File: config.mk
export PLATFORM = sky130hd
export DESIGN_NAME = seven_segment_scanner
export DESIGN_NICKNAME = d
export VERILOG_FILES = /design/src/rtl/seg7_pkg.sv /design/src/rtl/seg7_decoder.sv /design/src/rtl/seven_segment_scanner.sv
export SDC_FILE = /design/constraint.sdc
export NUM_CORES = 1
export LEC_CHECK = 0
export ABC_AREA = 1
export CAP_MARGIN = 10
export CORE_MARGIN = 5
export CORE_UTILIZATION = 55
export DETAILED_ROUTE_END_ITERATION = 10
export HOLD_SLACK_MARGIN = 0.02
export PLACE_DENSITY = 0.95
export SKIP_CTS_REPAIR_TIMING = 1
export SYNTH_ARGS = -nofsm -noshare
export SYNTH_HDL_FRONTEND = slang
export SYNTH_SLANG_ARGS = --single-unit
File: constraint.sdc
create_clock -name clk_core -period 3.45 [get_ports clk_core]
set_input_delay 0.8625 -clock clk_core [delete_from_list [all_inputs] [get_ports clk_core]]
set_output_delay 0.8625 -clock clk_core [all_outputs]
set_load 0.005 [all_outputs]
File: src/rtl/seg7_pkg.sv
// Shared seven-segment constants: bit order and active-low glyph patterns.
package seg7_pkg;

    // Bit positions within the 7-bit segment bus (a is the MSB, g the LSB)
    localparam int SEG_A = 6;
    localparam int SEG_B = 5;
    localparam int SEG_C = 4;
    localparam int SEG_D = 3;
    localparam int SEG_E = 2;
    localparam int SEG_F = 1;
    localparam int SEG_G = 0;

    // Active-low patterns, ordered a..g
    localparam logic [6:0] SEG_OFF = 7'b1111111;
    localparam logic [6:0] SEG_0   = 7'b0000001;
    localparam logic [6:0] SEG_1   = 7'b1001111;
    localparam logic [6:0] SEG_2   = 7'b0010010;
    localparam logic [6:0] SEG_3   = 7'b0000110;
    localparam logic [6:0] SEG_4   = 7'b1001100;
    localparam logic [6:0] SEG_5   = 7'b0100100;
    localparam logic [6:0] SEG_6   = 7'b0100000;
    localparam logic [6:0] SEG_7   = 7'b0001111;
    localparam logic [6:0] SEG_8   = 7'b0000000;
    localparam logic [6:0] SEG_9   = 7'b0000100;

endpackage

File: src/rtl/seg7_decoder.sv
// BCD to active-low seven-segment decoder; codes 10..15 render dark.
module seg7_decoder
    import seg7_pkg::*;
(
    input  logic [3:0] i_bcd,
    output logic [6:0] o_seg
);

    // Glyph lookup; non-decimal codes leave every segment off
    always_comb begin
        o_seg = SEG_OFF;
        case (i_bcd)
            4'd0:    o_seg = SEG_0;
            4'd1:    o_seg = SEG_1;
            4'd2:    o_seg = SEG_2;
            4'd3:    o_seg = SEG_3;
            4'd4:    o_seg = SEG_4;
            4'd5:    o_seg = SEG_5;
            4'd6:    o_seg = SEG_6;
            4'd7:    o_seg = SEG_7;
            4'd8:    o_seg = SEG_8;
            4'd9:    o_seg = SEG_9;
            default: o_seg = SEG_OFF;
        endcase
    end

endmodule

File: src/rtl/seven_segment_scanner.sv
// Multiplexed seven-segment scanner: one digit per slot, most significant
// first, with a blanking gap at the start of every slot, leading-zero
// suppression, per-digit blink and registered active-low outputs.
module seven_segment_scanner
    import seg7_pkg::*;
#(
    parameter int DIGITS    = 4,
    parameter int SCAN_DIV  = 1000,
    parameter int DEAD      = 8,
    parameter int BLINK_DIV = 250
) (
    input  logic                  clk_core,
    input  logic                  rst_n,
    input  logic                  en_i,
    input  logic [4*DIGITS-1:0]   bcd_i,
    input  logic [DIGITS-1:0]     dp_i,
    input  logic                  blank_lz_i,
    input  logic [DIGITS-1:0]     blink_mask_i,
    output logic [DIGITS-1:0]     anode_o,
    output logic [6:0]            segment_o,
    output logic                  dp_o
);

    localparam int PW = $clog2(SCAN_DIV);
    localparam int IW = (DIGITS > 1) ? $clog2(DIGITS) : 1;
    localparam int BW = (BLINK_DIV > 1) ? $clog2(BLINK_DIV) : 1;

    logic [PW-1:0]     r_presc;
    logic [IW-1:0]     r_idx;
    logic [BW-1:0]     r_bcnt;
    logic              r_phase;

    logic              w_tick;
    logic              w_dead;
    logic [3:0]        w_digit;
    logic              w_dp_sel;
    logic              w_blink_sel;
    logic              w_lz_sel;
    logic              w_run_zero;
    logic [DIGITS-1:0] w_lz_blank;
    logic              w_show;
    logic [6:0]        w_seg;

    assign w_tick = (r_presc == PW'(SCAN_DIV - 1));
    assign w_dead = (r_presc < PW'(DEAD));

    // Leading-zero mask: walk down from the MSD while every digit seen is zero
    always_comb begin
        w_lz_blank = '0;
        w_run_zero = 1'b1;
        for (int k = DIGITS - 1; k >= 0; k--) begin
            w_run_zero = w_run_zero & (bcd_i[4*k +: 4] == 4'd0);
            w_lz_blank[k] = w_run_zero & (k > 0);
        end
    end

    // Select the current digit's code and per-digit controls
    always_comb begin
        w_digit     = 4'd0;
        w_dp_sel    = 1'b0;
        w_blink_sel = 1'b0;
        w_lz_sel    = 1'b0;
        for (int k = 0; k < DIGITS; k++) begin
            if (r_idx == IW'(k)) begin
                w_digit     = bcd_i[4*k +: 4];
                w_dp_sel    = dp_i[k];
                w_blink_sel = blink_mask_i[k];
                w_lz_sel    = w_lz_blank[k];
            end
        end
    end

    assign w_show = en_i & ~w_dead
                  & ~(blank_lz_i & w_lz_sel)
                  & ~(~r_phase & w_blink_sel);

    seg7_decoder u_dec (
        .i_bcd (w_digit),
        .o_seg (w_seg)
    );

    // Slot timing: prescaler, digit index and blink phase
    always_ff @(posedge clk_core) begin
        if (!rst_n) begin
            r_presc <= '0;
            r_idx   <= IW'(DIGITS - 1);
            r_bcnt  <= '0;
            r_phase <= 1'b1;
        end else begin
            if (w_tick) begin
                r_presc <= '0;
                r_idx   <= (r_idx == '0) ? IW'(DIGITS - 1) : r_idx - 1'b1;
                if (r_bcnt == BW'(BLINK_DIV - 1)) begin
                    r_bcnt  <= '0;
                    r_phase <= ~r_phase;
                end else begin
                    r_bcnt <= r_bcnt + 1'b1;
                end
            end else begin
                r_presc <= r_presc + 1'b1;
            end
        end
    end

    // Registered pin drive; a blanked digit releases its anode too
    always_ff @(posedge clk_core) begin
        if (!rst_n) begin
            anode_o   <= '1;
            segment_o <= SEG_OFF;
            dp_o      <= 1'b1;
        end else if (w_show) begin
            anode_o   <= ~(DIGITS'(1) << r_idx);
            segment_o <= w_seg;
            dp_o      <= ~w_dp_sel;
        end else begin
            anode_o   <= '1;
            segment_o <= SEG_OFF;
            dp_o      <= 1'b1;
        end
    end

endmodule
==> impl_results.md, run 1 <==
- Status: completed
- Clock Path Buffers: 2
- Total clock buffers created by CTS: 5
- Number of DRC markers in iteration 0: 120
- Final Setup Violations: 0
- Starting density of the core: 0.5669
- Post-Syn Nets: 311
- Sequential share of the synthesized area: 0.3492
- Core area: 3337 sq um
- Worst reg2reg path depth: 9
- Via Count: roughly 1900
- Reg-to-Reg End: segment_o[3]
- Cell variety after synth: 32
- Clock share of power: 0.318
- Final Util: 0.7038
- Critical path endpoint category: register
- Share of cells above drive strength 1: 0.09355
- Clk sinks: 33
- Min-Delay Path Depth: 1
- Hold Startpoint: r_presc[0]
- Period utilization: 0.6591
- Worst setup SP type: input port
- FILL cells: 262
- Die area: approximately 4700 sq um
- Row cnt: 21
- Fmax: approximately 440 MHz
- Worst Hold Path EP: r_presc[0]
- Flops & latches, synth: 33
- WP data arrival: 2.49 ns
- Setup TNS: 0 ns
- Fin. Hold Viols: 0
- Critical Setup Path Class: input port to register
- Fin crit period: between 2 and 2.5 ns
- Clock-pin transition on the worst setup and hold timing paths: about 0.11 ns
- Worst hold path class: register to register
- Worst VDD drop: 240.2 uV
- Number of max-cap violations: 0
- 1st-pass router iterations: 4
- Mapped Cells: 270
- Comb pwr share: 0.104
- Final Wtd Congestion: between 0.9 and 1
- Clock skew: 0.006664 ns
- Commonest cells after routing, fill and taps aside: nand2_1 (64), clkdlybuf4s50_1 (39), dfxtp_1 (33)
- Critical R2R Launch: r_idx[1]
- Wirelength per Cell: 12.22 um
- CP Max Fanout: 5
- Mapped Avg Cell Area: 7.007 sq um
- Worst path required time: ~3.7 ns
- Vias in the first global route: approximately 1800
- Area delta synth->final: 24.14%
- Die H: around 70 um
- Most common cell after layout, fill and taps aside: nand2_1
- Max-slew violation count: 0
- Seq pwr share: 0.578
- Flop2flop setup slack: between 1 and 1.5 ns
- Overall Power: approximately 670 uW
- Final net count: 350
- CTS H-tree lvls: 2
- Unrepaired setup endpoints after global routing: no
- Drc violations: 0
- Initial antenna violation count: 0
- LEAKAGE: just over 1 nW
- Post-Route WL: about 4400 um
- Post-Syn Area: 1892 sq um
- Count of buffers from port buffering: 39
- Detail Placement HPWL: ~3400 um
- DR vias/cell: between 5 and 6
- Largest net degree at the start of global routing: 13
- Int Power: roughly 500 uW
- # diodes: 0
- Skew-Pair Late Insertion Delay: 0.34 ns
- TritonCTS clock tree: built
- Switching Power: roughly 170 uW
- Hold WS: about 0.47 ns
- Total GRT Usage: 0.2030
- Slew headroom: 0.6719
- First-pass GRT wire length: 7127 um
- Switching Share: 0.2495
- I/O pins: 40
- Least-Margin Pin Slew: 0.4917 ns
- Die Wd: just under 70 um
- Yosys warns: 0
- PD cells: ~280 nW/um^2
- Clock Tree Root: clkbuf_4
- Post-route ant nets: 0
- Gr ovfl total: 0
how the worst max path moves through the flow:
stage / startpoint / endpoint / slack [ns] / cells after the start
final: bcd_i[13] / segment_o[3] / 1.18 / 8
after global routing: bcd_i[4] / segment_o[1] / 1.06 / 11
after CTS: bcd_i[13] / segment_o[3] / 1.20 / 8
after detailed placement: bcd_i[13] / segment_o[3] / 0.84 / 8
after global placement: bcd_i[13] / segment_o[3] / 0.90 / 8
after floorplan: bcd_i[13] / segment_o[3] / 1.41 / 7
power groups by stage:
stage / logic, mW / clock network (mW) / registers, mW
global route: 0.0776 / 0.235 / 0.386
detailed placement: 0.0684 / 0 / 0.395
CTS: 0.0691 / 0.217 / 0.386
finish: 0.0695 / 0.212 / 0.386
floorplan: 0.0298 / 0 / 0.394
global placement: 0.0664 / 0 / 0.394
registers in the layout, indices dropped and copies added, names as in the netlist:
register	count
r_presc	10
r_bcnt	8
segment_o	7
anode_o	4
r_idx	2
dp_o	1
r_phase	1
worst max-delay path, cell delays in order:
cell	delay (ns)
clkdlybuf4s50_1	0.42
or2_2	0.30
nand2_1	0.16
inv_1	0.11
ha_1	0.28
nand3b_1	0.17
nand3_1	0.11
nand3_1	0.07
per-layer routing:
layer	vias up	global-route usage	routed length [um]
met5	-	0	0
met4	0	0.09181	78
met3	7	0.06645	398
met2	62	0.3778	2117
met1	844	0.2016	1758
li1	942	-	-
area by class of cell:
cell class              instances  area (sq um)  area share
multi-input cells             195          1056      0.4497
flip-flops and latches         33         660.6      0.2813
repair buffers                 39         390.4      0.1662
inverters                      35         132.6     0.05647
well taps                      46         57.56     0.02451
clock buffers                   6         41.29     0.01758
clock inverters                 2         10.01    0.004262
stage by stage:
stage          instance area (sq um)  worst slack [ns]  std cells
2_1_floorplan                   1892             1.411        270
3_3_place_gp                    2297            0.8985        348
3_5_place_dp                    2297            0.8422        348
4_1_cts                         2349             1.204        356
5_1_grt                         2349             1.060        356
6_report                        2349             1.176        356
synth_stat cells, drive strengths merged:
cell	number	share of area
clkbuf	1	0.0020
xor2	2	0.0093
nand4	5	0.017
nand3	29	0.082
a21oi	18	0.052
and2	1	0.0033
inv	34	0.067
nor3	5	0.013
buf	6	0.021
nand2	72	0.16
nor2	29	0.063
o21ai	7	0.019
clkinv	1	0.0026
nor4	1	0.0033
ha	13	0.086
nor3b	2	0.011
dfxtp	33	0.35
nand3b	5	0.020
or2	3	0.0099
a31o	1	0.0046
o211ai	2	0.0079
cells by family after synthesis:
kind of cell	Yosys count	synth area share
adders and majority gates	13	0.08598
buffers and inverters	42	0.09259
DFF	33	0.3492
AOI/OAI and AO/OA	28	0.08267
and+or+nand+nor	152	0.3803
xor gates and xnor gates	2	0.009261
(Power assumes the default switching activity.)
==> run 2, diff against run 1 <==
- CORE_UTILIZATION: 55 -> 51
- PLACE_DENSITY: 0.95 -> 0.91
- clock period: 3.45 -> 2.2 ns (I/O delays scaled with it)
==> impl_results.md, run 2 (same netlist as run 1, synthesis figures left out) <==
- Status: completed (unchanged)
- Routed wl met3: 306 um (was 398 um)
- Worst hold path class: register to register (unchanged)
- FILL cells: 302 (was 262)
- Area of the multi-input gates: 1056 sq um (unchanged)
- Final Setup Violations: 0 (unchanged)
- CP Max Fanout: 9 (was 5)
- Clock skew: 0.006826 ns (was 0.006664 ns)
- Share of cells above drive strength 1: 0.1199 (was 0.09355)
- Starting density of the core: 0.5207 (was 0.5669)
- Die Wd: 70.91 um (was 68.65 um)
- Placed Area: 2345 sq um (was 2297 sq um)
- Finished Layout Cells: 365 (was 356)
- Wirelength per Cell: 11.88 um (was 12.22 um)
- Max-slew violation count: 0 (unchanged)
- Worst setup SP type: register (was input port)
- Count of buffers from port buffering: 39 (unchanged)
- Overall Power: 1.221 mW (was 667.2 uW)
- Die H: 70.91 um (was 68.65 um)
- Detail Placement HPWL: 3301 um (was 3358 um)
- Final Cell Area: 2455 sq um (was 2349 sq um)
- Largest net degree at the start of global routing: 13 (unchanged)
- I/O pins: 40 (unchanged)
- Final Wtd Congestion: 0.8842 (was 0.9475)
- Area delta synth->final: 29.76% (was 24.14%)
- Max Used Layer: met4 (unchanged)
- Post-route ant nets: 0 (unchanged)
- Hold WS: 0.4581 ns (was 0.4677 ns)
- Core area: 3633 sq um (was 3337 sq um)
- Post-Route WL: 4337 um (was 4352 um)
- Least-Margin Pin Slew: 0.4072 ns (was 0.4917 ns)
- Max FFs per register: 10 (unchanged)
- Fmax: around 500 MHz
- WP data arrival: 2.17 ns (was 2.49 ns)
- Met2 routed WL: 2115 um (was 2117 um)
- Skew-Pair Late Insertion Delay: 0.28 ns (was 0.34 ns)
- PD cells: 497.5 nW/um^2 (was 284.1 nW/um^2)
- Total GRT Usage: 0.1800 (was 0.2030)
- Reg area: 661.9 sq um (was 660.6 sq um)
- Most common cell after layout, fill and taps aside: nand2_1 (unchanged)
- Clock-pin transition on the worst setup and hold timing paths: 0.07 ns (was 0.11 ns)
- Die area: 5028 sq um (was 4713 sq um)
- Pre-CTS setup slack: -0.004016 ns (was 0.8422 ns)
- Final net count: 357 (was 350)
- 1st-pass router iterations: 4 (unchanged)
- Period utilization: 0.9069
- Setup TNS: 0 ns (unchanged)
- Number of DRC markers in iteration 0: 72 (was 120)
- Row cnt: 22 (was 21)
- Worst VDD drop: 396.5 uV (was 240.2 uV)
- Unrepaired setup endpoints after global routing: no (unchanged)
- DR vias/cell: 5.101 (was 5.211)
- Fin crit period: 1.995 ns
- CTS H-tree lvls: 2 (unchanged)
- First-pass GRT wire length: 7286 um (was 7127 um)
- Top Registers: r_presc (10), r_bcnt (8), segment_o (7) (unchanged)
- Via Count: 1862 (was 1855)
- Total clock buffers created by CTS: 5 (unchanged)
- Fin. Hold Viols: 0 (unchanged)
- Vias in the first global route: 1777 (was 1765)
- Metal-1 WL: 1864 um (was 1758 um)
- Slew headroom: 0.7286 (was 0.6719)
- Worst path required time: 2.37 ns (was 3.66 ns)
- Commonest cells after routing, fill and taps aside: nand2_1 (64), clkdlybuf4s50_1 (39), dfxtp_1 (32) (was nand2_1 (64), clkdlybuf4s50_1 (39), dfxtp_1 (33))
- Clock Path Buffers: 2 (unchanged)
- Gr ovfl total: 0 (unchanged)
- Largest Register: r_presc (unchanged)
- Dpl cells: 356 (was 348)
- Clock Tree Root: clkbuf_8 (was clkbuf_4)
- Drc violations: 0 (unchanged)
- Clk sinks: 33 (unchanged)
- Final Util: 0.6756 (was 0.7038)
- Number of max-cap violations: 0 (unchanged)
- Critical Setup Path Class: register to register (was input port to register)
- LEAKAGE: 1.071 nW (was 1.016 nW)
- TritonCTS clock tree: built (unchanged)
- Final worst setup slack: 0.2049 ns (was 1.176 ns)
- Initial antenna violation count: 0 (unchanged)
- # diodes: 0 (unchanged)
- Critical path endpoint category: register (unchanged)
run 2: cell count changes in the layout (fill, tap and decap cells not counted), sizes merged:
cell	before	now
buf	0	7
clkbuf	6	7
clkinv	3	2
run 2: worst paths after layout:
check | startpoint | end | slack, ns | cells past startpoint
min | r_presc[0] | r_presc[0] | 0.46 | 1
max reg2reg | r_idx[0] | segment_o[3] | 0.20 | 11
max | r_idx[0] | segment_o[3] | 0.20 | 11
min reg2reg | r_presc[0] | r_presc[0] | 0.46 | 1
run 2: routing by layer:
layer  track usage  up-vias
met1        0.1917      849
met3       0.04688        4
li1              -      953
met5             0        -
met4       0.08559        0
met2        0.3275       56
run 2: cell type report:
cell class / count / share of cell area
clock buffer: 7 / 0.03925
clock inverter: 1 / 0.002039
inverter: 35 / 0.05403
multi-input combinational: 195 / 0.4302
sequential: 33 / 0.2696
tap: 48 / 0.02446
timing repair buffer: 46 / 0.1804
run 2: power by group:
part	total, mW	switching (mW)	internal (mW)
clock	0.503	0.220	0.283
combinational	0.113	0.0478	0.0650
sequential	0.605	0.00349	0.602
run 2: critical path: stages (launching register included):
cell      delay [ns]
dfxtp_1         0.33
inv_1           0.12
ha_1            0.38
inv_2           0.12
nand3_1         0.12
nand2_1         0.06
nand2_1         0.08
inv_1           0.08
ha_1            0.27
nand3b_1        0.17
nand3_1         0.10
nand3_1         0.07
